[config.mk]
export PLATFORM = sky130hd
export DESIGN_NAME = ibex_sram_bridge
export DESIGN_NICKNAME = d
export VERILOG_FILES = /design/src/rtl/ibex_sram_bridge.sv
export SDC_FILE = /design/constraint.sdc
export NUM_CORES = 1
export LEC_CHECK = 0
export CAP_MARGIN = 20
export CORE_MARGIN = 1
export CORE_UTILIZATION = 50
export CTS_BUF_LIST = sky130_fd_sc_hd__clkbuf_16
export DETAILED_ROUTE_END_ITERATION = 10
export PLACE_DENSITY_LB_ADDON = 0.2
export SLEW_MARGIN = 20
export SYNTH_ARGS = -nofsm -noshare
export SYNTH_HDL_FRONTEND = slang
export SYNTH_SLANG_ARGS = --single-unit
[constraint.sdc]
create_clock -name clk_i -period 5.76 [get_ports clk_i]
set_clock_uncertainty 0.2 [all_clocks]
set_input_delay 0.576 -clock clk_i [delete_from_list [all_inputs] [get_ports clk_i]]
set_output_delay 0.576 -clock clk_i [all_outputs]
set_load 0.005 [all_outputs]
[src/rtl/ibex_sram_bridge.sv]
// Bridges one Ibex req/gnt/rvalid memory port onto a single-port synchronous SRAM macro
// (active-low CEN/WEN, Q one cycle after the access); partial stores become read-modify-write.
module ibex_sram_bridge #(
  parameter int unsigned ADDR_W    = 8,
  parameter logic [31:0] BASE_ADDR = 32'h0000_0000,
  parameter int unsigned ADDR_LSB  = 2
) (
  input  logic              clk_i,
  input  logic              rst_i,
  input  logic              req_i,
  output logic              gnt_o,
  output logic              rvalid_o,
  input  logic              we_i,
  input  logic [3:0]        be_i,
  input  logic [31:0]       addr_i,
  input  logic [31:0]       wdata_i,
  output logic [31:0]       rdata_o,
  output logic              err_o,
  output logic              mem_cen_o,
  output logic              mem_wen_o,
  output logic [ADDR_W-1:0] mem_addr_o,
  output logic [31:0]       mem_wdata_o,
  input  logic [31:0]       mem_rdata_i
);

  localparam int unsigned TAG_LSB = ADDR_W + ADDR_LSB;

  typedef enum logic [1:0] {
    IDLE = 2'd0,
    RESP = 2'd1,
    RMW  = 2'd2
  } state_t;

  state_t            state_reg, state_next;
  logic [ADDR_W-1:0] mem_addr_reg, mem_addr_next;
  logic [31:0]       mem_wdata_reg, mem_wdata_next;
  logic [ADDR_W-1:0] rmw_index_reg, rmw_index_next;
  logic [31:0]       rmw_wdata_reg, rmw_wdata_next;
  logic [3:0]        rmw_be_reg, rmw_be_next;
  logic              resp_read_reg, resp_read_next;
  logic              resp_err_reg, resp_err_next;

  logic              in_range;
  logic [ADDR_W-1:0] req_index;
  logic [31:0]       merged_wdata;
  logic              mem_access;
  logic              mem_write;
  logic              unused_addr;

  assign in_range    = (addr_i[31:TAG_LSB] == BASE_ADDR[31:TAG_LSB]);
  assign req_index   = addr_i[TAG_LSB-1:ADDR_LSB];
  assign unused_addr = ^addr_i[ADDR_LSB-1:0];

  // Second half of a partial store: enabled bytes from the latched store data,
  // the rest from the word the macro returned for the first-half read.
  for (genvar gi = 0; gi < 4; gi++) begin : g_merge
    assign merged_wdata[8*gi +: 8] = rmw_be_reg[gi] ? rmw_wdata_reg[8*gi +: 8]
                                                    : mem_rdata_i[8*gi +: 8];
  end

  always_comb begin
    state_next     = state_reg;
    mem_addr_next  = mem_addr_reg;
    mem_wdata_next = mem_wdata_reg;
    rmw_index_next = rmw_index_reg;
    rmw_wdata_next = rmw_wdata_reg;
    rmw_be_next    = rmw_be_reg;
    resp_read_next = 1'b0;
    resp_err_next  = 1'b0;
    mem_access     = 1'b0;
    mem_write      = 1'b0;
    gnt_o          = req_i && (state_reg == IDLE || state_reg == RESP) && !rst_i;

    if (!rst_i) begin
      unique case (state_reg)
        RMW: begin
          mem_access     = 1'b1;
          mem_write      = 1'b1;
          mem_addr_next  = rmw_index_reg;
          mem_wdata_next = merged_wdata;
          state_next     = RESP;
        end
        default: begin
          // IDLE and RESP behave alike: RESP simply accepts the next request early.
          state_next = IDLE;
          if (gnt_o) begin
            state_next = RESP;
            if (!in_range) begin
              resp_err_next = 1'b1;
            end else if (!we_i) begin
              mem_access     = 1'b1;
              mem_addr_next  = req_index;
              resp_read_next = 1'b1;
            end else if (be_i == 4'b1111) begin
              mem_access     = 1'b1;
              mem_write      = 1'b1;
              mem_addr_next  = req_index;
              mem_wdata_next = wdata_i;
            end else if (be_i != 4'b0000) begin
              mem_access     = 1'b1;
              mem_addr_next  = req_index;
              rmw_index_next = req_index;
              rmw_wdata_next = wdata_i;
              rmw_be_next    = be_i;
              state_next     = RMW;
            end
          end
        end
      endcase
    end
  end

  // Address/data follow the access combinationally and otherwise hold the last driven value.
  assign mem_cen_o   = !mem_access;
  assign mem_wen_o   = !mem_write;
  assign mem_addr_o  = mem_addr_next;
  assign mem_wdata_o = mem_wdata_next;

  assign rvalid_o = (state_reg == RESP) && !rst_i;
  assign rdata_o  = (rvalid_o && resp_read_reg) ? mem_rdata_i : 32'h0;
  assign err_o    = rvalid_o && resp_err_reg;

  always_ff @(posedge clk_i) begin
    if (rst_i) begin
      state_reg     <= IDLE;
      mem_addr_reg  <= '0;
      mem_wdata_reg <= '0;
      rmw_index_reg <= '0;
      rmw_wdata_reg <= '0;
      rmw_be_reg    <= '0;
      resp_read_reg <= 1'b0;
      resp_err_reg  <= 1'b0;
    end else begin
      state_reg     <= state_next;
      mem_addr_reg  <= mem_addr_next;
      mem_wdata_reg <= mem_wdata_next;
      rmw_index_reg <= rmw_index_next;
      rmw_wdata_reg <= rmw_wdata_next;
      rmw_be_reg    <= rmw_be_next;
      resp_read_reg <= resp_read_next;
      resp_err_reg  <= resp_err_next;
    end
  end

endmodule

==> results of run 1 <==
-- routing by layer --
metal	vias up	track usage	routed length [um]
li1	2631	-	-
met1	2556	0.344	6770
met2	220	0.486	7920
met3	14	0.0407	985
met4	0	0.0978	175
met5	-	0	0
-- final cells by class --
| type | count | area (um2) | area share |
|---|---|---|---|
| Sequential cell | 88 | 1760 | 0.233 |
| Multi-Input combinational cell | 478 | 3480 | 0.460 |
| Clock inverter | 7 | 31.3 | 0.00414 |
| Inverter | 8 | 30.0 | 0.00397 |
| Timing Repair Buffer | 188 | 1850 | 0.245 |
| Tap cell | 140 | 175 | 0.0232 |
| Clock buffer | 9 | 225 | 0.0298 |
-- final timing paths --
path / end / slack, ns / depth (start not counted)
max: mem_addr_o[4] / 1.20 / 7
min: rmw_wdata_reg[29]$_SDFFE_PP0P_ / 0.27 / 2
max reg2reg: mem_wdata_reg[30]$_SDFF_PP0_ / 2.90 / 7
min reg2reg: rmw_wdata_reg[29]$_SDFFE_PP0P_ / 0.27 / 2
-- worst max-delay path: stages --
cell	delay, ns
sky130_fd_sc_hd__clkdlybuf4s50_1	0.41
sky130_fd_sc_hd__or4_4	0.52
sky130_fd_sc_hd__or4_4	0.78
sky130_fd_sc_hd__a2111oi_4	0.36
sky130_fd_sc_hd__buf_4	0.34
sky130_fd_sc_hd__mux2i_1	0.24
sky130_fd_sc_hd__clkdlybuf4s50_1	0.52
-- stage by stage --
step	instance area, um2	hold slack [ns]	utilization
6_report	7550	0.271	0.700
5_1_grt	7550	0.280	0.700
4_1_cts	7550	0.277	0.700
3_5_place_dp	7300	0.265	0.676
3_3_place_gp	7300	0.257	0.676
2_1_floorplan	5520	0.248	-
-- cell usage in the layout, fill, tap and decap left out, types with 2 or more instances in the layout --
cell type	instances
sky130_fd_sc_hd__a21boi_0	32
sky130_fd_sc_hd__a21o_1	33
sky130_fd_sc_hd__a21oi_1	8
sky130_fd_sc_hd__a31oi_1	64
sky130_fd_sc_hd__and2_1	40
sky130_fd_sc_hd__and3_1	2
sky130_fd_sc_hd__buf_4	11
sky130_fd_sc_hd__clkbuf_16	9
sky130_fd_sc_hd__clkdlybuf4s50_1	177
sky130_fd_sc_hd__clkinv_2	4
sky130_fd_sc_hd__dfxtp_1	88
sky130_fd_sc_hd__inv_1	10
sky130_fd_sc_hd__mux2i_1	91
sky130_fd_sc_hd__nand2_1	10
sky130_fd_sc_hd__nand2b_1	88
sky130_fd_sc_hd__nand3_1	2
sky130_fd_sc_hd__nand4_1	32
sky130_fd_sc_hd__nor2_1	2
sky130_fd_sc_hd__nor3_1	2
sky130_fd_sc_hd__nor3b_1	2
sky130_fd_sc_hd__nor4_1	2
sky130_fd_sc_hd__nor4_2	2
sky130_fd_sc_hd__o21ai_0	9
sky130_fd_sc_hd__o22ai_1	7
sky130_fd_sc_hd__o31ai_1	32
sky130_fd_sc_hd__or2_2	2
sky130_fd_sc_hd__or4_1	4
sky130_fd_sc_hd__or4_4	2
-- cells by family (layout without fill, tap and decap cells) --
logic type / count (synthesis) / count (layout)
AND/OR/NAND/NOR: 198 / 198
buffers and inverters: 74 / 212
AO/OA/AOI/OAI: 188 / 188
multiplexers: 92 / 92
flip-flops: 88 / 88
-- power breakdown --
| group | switching (mW) | internal (mW) | leakage [nW] |
|---|---|---|---|
| registers | 0.000585 | 0.609 | 0.709 |
| logic | 0.0567 | 0.0953 | 1.71 |
| clock network | 0.234 | 0.285 | 0.139 |
| total | 0.292 | 0.989 | 2.56 |
==> reports/summary.txt, run 1 <==
Status: finished, final reports clean
Max Cap Viol: 0
Commonest cells post-synth: sky130_fd_sc_hd__mux2i_1, sky130_fd_sc_hd__nand2b_1, sky130_fd_sc_hd__dfxtp_1, sky130_fd_sc_hd__a31oi_1, sky130_fd_sc_hd__clkbuf_1
Total routed wirelength: 15,900 um
Launching element type of the critical path: input port
Period utilisation layout: 0.792
Via count of the first global-routing pass: 5,316
Proportion of synthesized flip-flops having asynchronous set or reset: 0
Unrepaired setup endpoints after global routing: no
Initial antenna violation count: 0
Layout filler cell count: 879
Post-route antenna net violation count: 0
Hold_sp: rmw_wdata_reg[29]$_SDFFE_PP0P_
DRC marker count from the first detailed-route iteration: 395
Power density cells: 169 nW/um2
Crit path DAT: 3.79 ns
Final Critical Period: 4.56 ns
Clock buffer count from CTS: 9
Peak Freq: 219 MHz
Kind of path behind the tightest hold check: reg -> reg
Yosys cell types: 35
Wire length of the first global-routing pass: 25,200 um
Number of diodes added for antenna fixing: 0
Share of synthesized cell area in and, or, nand and nor gates: 0.222
Setup TNS: 0 ns
Total design power: 1.28 mW
Area of the core region: 10,800 um2
Largest area contributor in the netlist: sky130_fd_sc_hd__dfxtp_1
Routed via count divided by cell count: 5.91
Weighted congestion at the end of routability-driven global placement: 0.818
#FFs+latches synth: 88
Worst-case headroom to the max-slew limit: 0.239
Synth Area per Inst: 8.63 um2
Post-CTS Repair Setup Buffers: 0
Largest net degree at the start of global routing: 106
Number of synthesis warnings: 0
Horizontal die dimension: 107 um
Proportion of synthesized chip area in sequential cells: 0.319
Number of design rule violations left after detail routing: 0
Post-place setup slack: 1.22 ns
Post-synthesis xor/xnor area fraction: 0
Later-pin clock latency in the skew report: 0.34 ns
Post-placement cell count: 902
Post-cts hold buffer count: 0
Total Routing Usage GR: 0.277
Final worst setup slack: 1.20 ns
Share of cells above drive strength 1: 0.0476
Count of cells resized by post-cts repair: 0
Aggregate global routing overflow: 0
Maximum fanout count along the critical path: 36
Timing startpoint of the critical path: addr_i[10]
Clk buf depth: 2
Area growth from synthesis to layout: 36.8%
Dominant combinational cell family by area after synthesis: compound AO/OA/AOI/OAI gates
Final Setup Violations: 0
Critical Path RT: 4.98 ns
Layout net count: 877
HPWL reported at the end of detailed placement: 10,500 um
Critical Setup Path Class: in -> out
Count of input and output buffers: 178
Reg-to-reg critical path startpoint: state_reg[1]$_SDFF_PP0_
Wire length per cell after detailed routing: 17.3 um
Initial core utilization: 0.512
Capturing element type of the critical path: output pin
Leakage: 2.56 nW
Master cell of the clock root buffer: sky130_fd_sc_hd__clkbuf_16
Count of boundary I/O pins: 181
Top-count cell post-synth: sky130_fd_sc_hd__mux2i_1
Dominant synthesized flop cell: sky130_fd_sc_hd__dfxtp_1
Compound-Gate Fraction of Synth Area: 0.235
EDFF count, synth: 0
Pre-Repair DR Iteration Count: 6
Die height: 107 um
Level count of the clock H-tree: 3
Post-synth net total: 744
Overall via count from detail_route: 5,421
Die Area: 11,500 um2
Hold Vio Cnt, Final: 0
Adder and majority cell fraction of the synthesized area: 0
Slew Viols, Final: 0
Clock slew seen by the registers of the worst setup and hold paths: 0.06 ns
# rows: 38
Total clock sinks: 88
Final std cells w/o fill: 918
Fraction of synthesized area in multiplexers: 0.168
CTS tree: done
Worst supply voltage drop on vdd: 0.000130 V
Post-synthesis cell area: 5520 um2
Portion of synthesized cell area occupied by the leading cell type: 0.319
Leading post-synthesis cells by cell area: sky130_fd_sc_hd__dfxtp_1, sky130_fd_sc_hd__mux2i_1, sky130_fd_sc_hd__nand2b_1
Transition time of the tightest slew-check pin: 1.14 ns
Post-synthesis cell count: 640
Power figures use the tool's default switching activity.
==> run 2, diff against run 1 <==
- CORE_UTILIZATION: 50 -> 42
- clock period: 5.76 -> 3.9 ns (I/O delays scaled with it)
==> run 2 against run 1 <==
Net effect: first-iteration DRC count is 0.76% higher; critical path type unchanged; combinational power grew 50%; register-to-register slack worse by 1.6 ns; die area up 19%; flip-flop and latch count unchanged; critical path depth rose by 1; critical endpoint is now mem_cen_o; clock-buffer cell count is the same; non-clock buffer count up 13; sequential power increased by 48%; final cell count is 4.9% higher; sequential share of layout area fell by 0.71 points.
==> reports/summary.txt, run 2 (synthesis results as in run 1) <==
Share of cells above drive strength 1: 0.0657 (was 0.0476)
Status: finished, final reports clean (unchanged)
Leading cell types in the layout, fill and taps excluded: sky130_fd_sc_hd__clkdlybuf4s50_1, sky130_fd_sc_hd__mux2i_1, sky130_fd_sc_hd__nand2b_1, sky130_fd_sc_hd__dfxtp_1, sky130_fd_sc_hd__a31oi_1 (unchanged)
Max Cap Viol: 0 (unchanged)
Transition time of the tightest slew-check pin: 0.805 ns (was 1.14 ns)
Die height: 117 um (was 107 um)
Crit path DAT: 3.25 ns (was 3.79 ns)
R2R Setup Slk: 1.34 ns (was 2.90 ns)
Initial antenna violation count: 0 (unchanged)
Post-route antenna net violation count: 0 (unchanged)
Master cell of the clock root buffer: sky130_fd_sc_hd__clkbuf_16 (unchanged)
HPWL reported at the end of detailed placement: 11,400 um (was 10,500 um)
Critical Path RT: 3.31 ns (was 4.98 ns)
Layout net count: 890 (was 877)
# rows: 41 (was 38)
Clk buf depth: 2 (unchanged)
Aggregate global routing overflow: 0 (unchanged)
Launching element type of the critical path: input port (unchanged)
Weighted congestion at the end of routability-driven global placement: 0.760 (was 0.818)
Clock slew seen by the registers of the worst setup and hold paths: 0.06 ns (about the same)
Leakage: 2.76 nW (was 2.56 nW)
Setup TNS: 0 ns (unchanged)
Horizontal die dimension: 117 um (was 107 um)
Total Routing Usage GR: 0.254 (was 0.277)
Worst-case headroom to the max-slew limit: 0.463 (was 0.239)
Hold Vio Cnt, Final: 0 (unchanged)
Capturing element type of the critical path: output pin (unchanged)
Slew Viols, Final: 0 (unchanged)
Clock buffer count from CTS: 9 (unchanged)
Worst supply voltage drop on vdd: 0.000185 V (was 0.000130 V)
Area of the core region: 12,700 um2 (was 10,800 um2)
Total design power: 1.99 mW (was 1.28 mW)
Count of boundary I/O pins: 181 (unchanged)
Routed via count divided by cell count: 5.76 (was 5.91)
Wire length of the first global-routing pass: 26,800 um (was 25,200 um)
Peak Freq: 260 MHz
Later-pin clock latency in the skew report: 0.34 ns (about the same)
Final worst setup slack: 0.0576 ns (was 1.20 ns)
Pre-Repair DR Iteration Count: 5 (was 6)
Layout filler cell count: 1,143 (was 879)
Total routed wirelength: 17,100 um (was 15,900 um)
Level count of the clock H-tree: 3 (unchanged)
Post-place setup slack: 0.0301 ns (was 1.22 ns)
Critical Setup Path Class: in -> out (unchanged)
DRC marker count from the first detailed-route iteration: 398 (was 395)
Kind of path behind the tightest hold check: reg -> reg (unchanged)
Total clock sinks: 88 (unchanged)
Largest net degree at the start of global routing: 174 (was 106)
Die Area: 13,600 um2 (was 11,500 um2)
Number of design rule violations left after detail routing: 0 (unchanged)
Final Setup Violations: 0 (unchanged)
Wire length per cell after detailed routing: 17.8 um (was 17.3 um)
Area growth from synthesis to layout: 41.1% (was 36.8%)
Number of diodes added for antenna fixing: 0 (unchanged)
Overall via count from detail_route: 5,549 (was 5,421)
Most frequent standard cell in the layout excluding fill and tap cells: sky130_fd_sc_hd__clkdlybuf4s50_1 (unchanged)
CTS tree: done (unchanged)
Period utilisation layout: 0.985
Unrepaired setup endpoints after global routing: yes (was no)
Via count of the first global-routing pass: 5,407 (was 5,316)
Final Critical Period: 3.84 ns
Initial core utilization: 0.434 (was 0.512)
Count of input and output buffers: 178 (unchanged)
Maximum fanout count along the critical path: 9 (was 36)
Power density cells: 255 nW/um2 (was 169 nW/um2)
==> run 2: cell types whose count changed in the layout (fill, tap and decap cells not counted), moves of 2 or more <==
cell and delta:
sky130_fd_sc_hd__dlymetal6s2s_1 +6, sky130_fd_sc_hd__clkdlybuf4s50_1 -6, sky130_fd_sc_hd__inv_1 -2, sky130_fd_sc_hd__buf_4 +9
sky130_fd_sc_hd__buf_12 +4
==> run 2: cell type report <==
| class | instances | area, um2 | area share |
|---|---|---|---|
| Multi-Input combinational cell | 478 | 3480 | 0.447 |
| Timing Repair Buffer | 201 | 2020 | 0.259 |
| Sequential cell | 88 | 1760 | 0.226 |
| Clock buffer | 9 | 225 | 0.0289 |
| Tap cell | 172 | 215 | 0.0276 |
| Clock inverter | 7 | 62.6 | 0.00803 |
| Inverter | 8 | 30.0 | 0.00385 |
==> run 2: report_power, final <==
part | switching [mW] | internal [mW] | total [mW]
Combinational | 0.0856 | 0.142 | 0.228
Sequential | 0.000870 | 0.899 | 0.900
Clock | 0.368 | 0.491 | 0.859
Total | 0.455 | 1.53 | 1.99
==> run 2: worst max-delay path: stages <==
cell and delay (ns):
sky130_fd_sc_hd__clkdlybuf4s50_1 0.40, sky130_fd_sc_hd__or4_4 0.55, sky130_fd_sc_hd__or4_4 0.58, sky130_fd_sc_hd__a2111oi_4 0.42, sky130_fd_sc_hd__buf_12 0.19, sky130_fd_sc_hd__buf_4 0.19
sky130_fd_sc_hd__o21bai_1 0.08, sky130_fd_sc_hd__clkdlybuf4s50_1 0.45
==> run 2: layer usage <==
metal | track usage | part of all wire
met4 | 0.0869 | 0.019
met3 | 0.0462 | 0.063
met2 | 0.433 | 0.49
met5 | 0 | 0
met1 | 0.321 | 0.43
==> run 2: through the flow <==
step	hold slack, ns	util	instances	instance area [um2]
floorplan	0.248	-	640	5520
global placement	0.257	0.585	942	7450
detailed placement	0.265	0.585	942	7450
CTS	0.277	0.608	958	7730
global route	0.294	0.613	963	7790
finish	0.273	0.613	963	7790
==> run 2: path summary, 6_finish.rpt <==
path / from / to / depth (start not counted)
worst max-delay path: addr_i[11] / mem_cen_o / 8
worst min-delay path: rmw_index_reg[6]$_SDFFE_PP0P_ / rmw_index_reg[6]$_SDFFE_PP0P_ / 2
worst max register to register: state_reg[0]$_SDFF_PP0_ / rmw_wdata_reg[17]$_SDFFE_PP0P_ / 5
worst min register to register: rmw_index_reg[6]$_SDFFE_PP0P_ / rmw_index_reg[6]$_SDFFE_PP0P_ / 2
==> run 2: what timing repair did <==
| action | in CTS | in global routing |
|---|---|---|
| hold buffers | 0 | 0 |
| resized for setup | 0 | 8 |
| buffers inserted | 0 | 5 |
| setup endpoints to repair | 0 | 8 |
==> run 3, diff against run 2 <==
- CORE_UTILIZATION: 42 -> 25
==> run 3 against run 2 <==
Net effect: combinational power barely moved; clock-buffer cell count did not move; via count fell by 5.7%; fmax rose by 0.84%; setup slack improved by 0.032 ns; global-route usage fell by 9.2 points; core utilization fell by 25 points; register-to-register slack got worse by 0.34 ns; first-iteration DRC count fell by 50%; total power fell by 1.4%; routed wire length rose by 7.3%; hold slack got worse by 0.0031 ns.
==> reports/summary.txt, run 3 (synthesis results as in run 1) <==
Share of cells above drive strength 1: 0.0756 (was 0.0657)
Clk buf depth: 2 (unchanged)
Largest net degree at the start of global routing: 174 (unchanged)
Overall via count from detail_route: 5,235 (was 5,549)
Power dissipated by switching net loads: 485 uW (was 455 uW)
Final std cells w/o fill: 1,075 (was 963)
Setup TNS: 0 ns (unchanged)
Total Routing Usage GR: 0.162 (was 0.254)
# rows: 54 (was 41)
Worst-case headroom to the max-slew limit: 0.411 (was 0.463)
Area of the multi-input gates: 3510 um2 (was 3480 um2)
Sw Ratio: 0.248 (was 0.229)
Kind of path behind the tightest hold check: reg -> reg (unchanged)
Maximum fanout count along the critical path: 8 (was 9)
DRC marker count from the first detailed-route iteration: 200 (was 398)
Area growth from synthesis to layout: 44.8% (was 41.1%)
Total design power: 1.96 mW (was 1.99 mW)
Leading cell types in the layout, fill and taps excluded: sky130_fd_sc_hd__clkdlybuf4s50_1, sky130_fd_sc_hd__mux2i_1, sky130_fd_sc_hd__nand2b_1, sky130_fd_sc_hd__dfxtp_1, sky130_fd_sc_hd__a31oi_1 (unchanged)
Layout net count: 893 (was 890)
Layout filler cell count: 2,245 (was 1,143)
Area of the core region: 21,800 um2 (was 12,700 um2)
Post-placement cell count: 1,052 (was 942)
Routed via count divided by cell count: 4.87 (was 5.76)
Power density cells: 245 nW/um2 (was 255 nW/um2)
Horizontal die dimension: 151 um (was 117 um)
Initial core utilization: 0.254 (was 0.434)
Post-place setup slack: 0.0144 ns (was 0.0301 ns)
CP max-delay cell: sky130_fd_sc_hd__or4_4 (unchanged)
Most frequent standard cell in the layout excluding fill and tap cells: sky130_fd_sc_hd__clkdlybuf4s50_1 (unchanged)
HPWL reported at the end of detailed placement: 12,000 um (was 11,400 um)
Reg area: 1760 um2 (unchanged)
Master cell of the clock root buffer: sky130_fd_sc_hd__clkbuf_16 (unchanged)
Pre-Repair DR Iteration Count: 4 (was 5)
Hold Vio Cnt, Final: 0 (unchanged)
Placed cell area: 7630 um2 (was 7450 um2)
Final worst setup slack: 0.0896 ns (was 0.0576 ns)
Final Setup Violations: 0 (unchanged)
Final Critical Period: 3.81 ns (was 3.84 ns)
Period utilisation layout: 0.977 (was 0.985)
Die height: 151 um (was 117 um)
Clock slew seen by the registers of the worst setup and hold paths: 0.07 ns (was 0.06 ns)
Share of power burned in combinational logic: 0.117 (was 0.115)
Die Area: 22,700 um2 (was 13,600 um2)
Delay contributed by the slowest stage of the critical path: 0.60 ns (was 0.58 ns)
Worst supply voltage drop on vdd: 0.000196 V (was 0.000185 V)
Aggregate global routing overflow: 0 (unchanged)
Wire length per cell after detailed routing: 17.1 um (was 17.8 um)
Peak Freq: 262 MHz (was 260 MHz)
Via count of the first global-routing pass: 4,980 (was 5,407)
Power Internal: 1.47 mW (was 1.53 mW)
Status: finished, final reports clean (unchanged)
Level count of the clock H-tree: 3 (unchanged)
Post-Route Utilization: 0.367 (was 0.613)
Critical Path RT: 3.31 ns (about the same)
Power share of the clock group: 0.423 (was 0.432)
Initial antenna violation count: 0 (unchanged)
Transition time of the tightest slew-check pin: 0.882 ns (was 0.805 ns)
Clock buffer count from CTS: 9 (unchanged)
Count of input and output buffers: 178 (unchanged)
Min Hold Slack: 0.270 ns (was 0.273 ns)
Max Cap Viol: 0 (unchanged)
Later-pin clock latency in the skew report: 0.35 ns (was 0.34 ns)
Leakage: 2.69 nW (was 2.76 nW)
Launching element type of the critical path: input port (unchanged)
Total routed wirelength: 18,400 um (was 17,100 um)
CTS tree: done (unchanged)
Weighted congestion at the end of routability-driven global placement: 0.739 (was 0.760)
Total clock sinks: 88 (unchanged)
Count of boundary I/O pins: 181 (unchanged)
Slew Viols, Final: 0 (unchanged)
Critical Setup Path Class: in -> out (unchanged)
Cell area after layout: 7990 um2 (was 7790 um2)
Post-cts hold buffer count: 0 (unchanged)
Critical Path, Cell by Cell: clkdlybuf4s50_1, or4_4, or4_4, a2111oi_4, buf_4, buf_12, mux2i_2, clkdlybuf4s50_1 (was clkdlybuf4s50_1, or4_4, or4_4, a2111oi_4, buf_12, buf_4, o21bai_1, clkdlybuf4s50_1)
Register share of total power: 0.459 (was 0.453)
Crit path DAT: 3.22 ns (was 3.25 ns)
Post-route antenna net violation count: 0 (unchanged)
Wire length of the first global-routing pass: 28,100 um (was 26,800 um)
Number of design rule violations left after detail routing: 0 (unchanged)
Capturing element type of the critical path: output pin (unchanged)
## run 3: cell count changes in the layout (fill, tap and decap cells not counted), sizes merged
| cell | previous run | this run |
|---|---|---|
| clkdlybuf4s50 | 171 | 175 |
| dlymetal6s2s | 6 | 2 |
| buf | 24 | 26 |
| clkinv | 6 | 4 |
| clkinvlp | 0 | 2 |
| bufinv | 1 | 0 |
| clkbuf | 9 | 10 |
| diode | 0 | 1 |
| inv | 8 | 9 |
## run 3: critical path: cells and delay by family
family | cells | cell delay, ns
mux | 1 | 0.22
simple gates | 2 | 1.14
compound gates | 1 | 0.23
buf+inv | 4 | 1.23
## run 3: metal layers
| layer | track usage | vias to the layer above | part of all wire |
|---|---|---|---|
| li1 | - | 2659 | - |
| met1 | 0.229 | 2427 | 0.50 |
| met2 | 0.250 | 138 | 0.44 |
| met3 | 0.0288 | 11 | 0.051 |
| met4 | 0.0455 | 0 | 0.012 |
| met5 | 0 | - | 0 |
## run 3: power by group through the flow
| stage | logic [mW] | clock network, mW | registers [mW] |
|---|---|---|---|
| 2_1_floorplan | 0.0930 | 0 | 0.920 |
| 3_3_place_gp | 0.231 | 0 | 0.921 |
| 3_5_place_dp | 0.232 | 0 | 0.921 |
| 4_1_cts | 0.232 | 0.857 | 0.899 |
| 5_1_grt | 0.251 | 0.896 | 0.899 |
| 6_report | 0.230 | 0.829 | 0.900 |
## run 3: timing repair
| action | CTS | global route |
|---|---|---|
| gates resized for setup | 0 | 6 |
| setup endpoints to repair | 0 | 9 |
| buffers inserted | 0 | 5 |
## run 3: layout make-up
| type | instances | share of cell area |
|---|---|---|
| Clock buffer | 9 | 0.0282 |
| Multi-Input combinational cell | 478 | 0.439 |
| Clock inverter | 7 | 0.00579 |
| Sequential cell | 88 | 0.220 |
| Inverter | 8 | 0.00376 |
| Tap cell | 280 | 0.0438 |
| Antenna cell | 1 | 0.000313 |
| Timing Repair Buffer | 204 | 0.259 |
## run 3: final timing paths
kind	end	start	slack, ns	cells past startpoint
worst max register to register	rmw_wdata_reg[23]$_SDFFE_PP0P_	state_reg[0]$_SDFF_PP0_	1.00	6
worst min register to register	rmw_wdata_reg[29]$_SDFFE_PP0P_	rmw_wdata_reg[29]$_SDFFE_PP0P_	0.27	2
worst max-delay path	mem_addr_o[5]	addr_i[11]	0.09	8
worst min-delay path	rmw_wdata_reg[29]$_SDFFE_PP0P_	rmw_wdata_reg[29]$_SDFFE_PP0P_	0.27	2
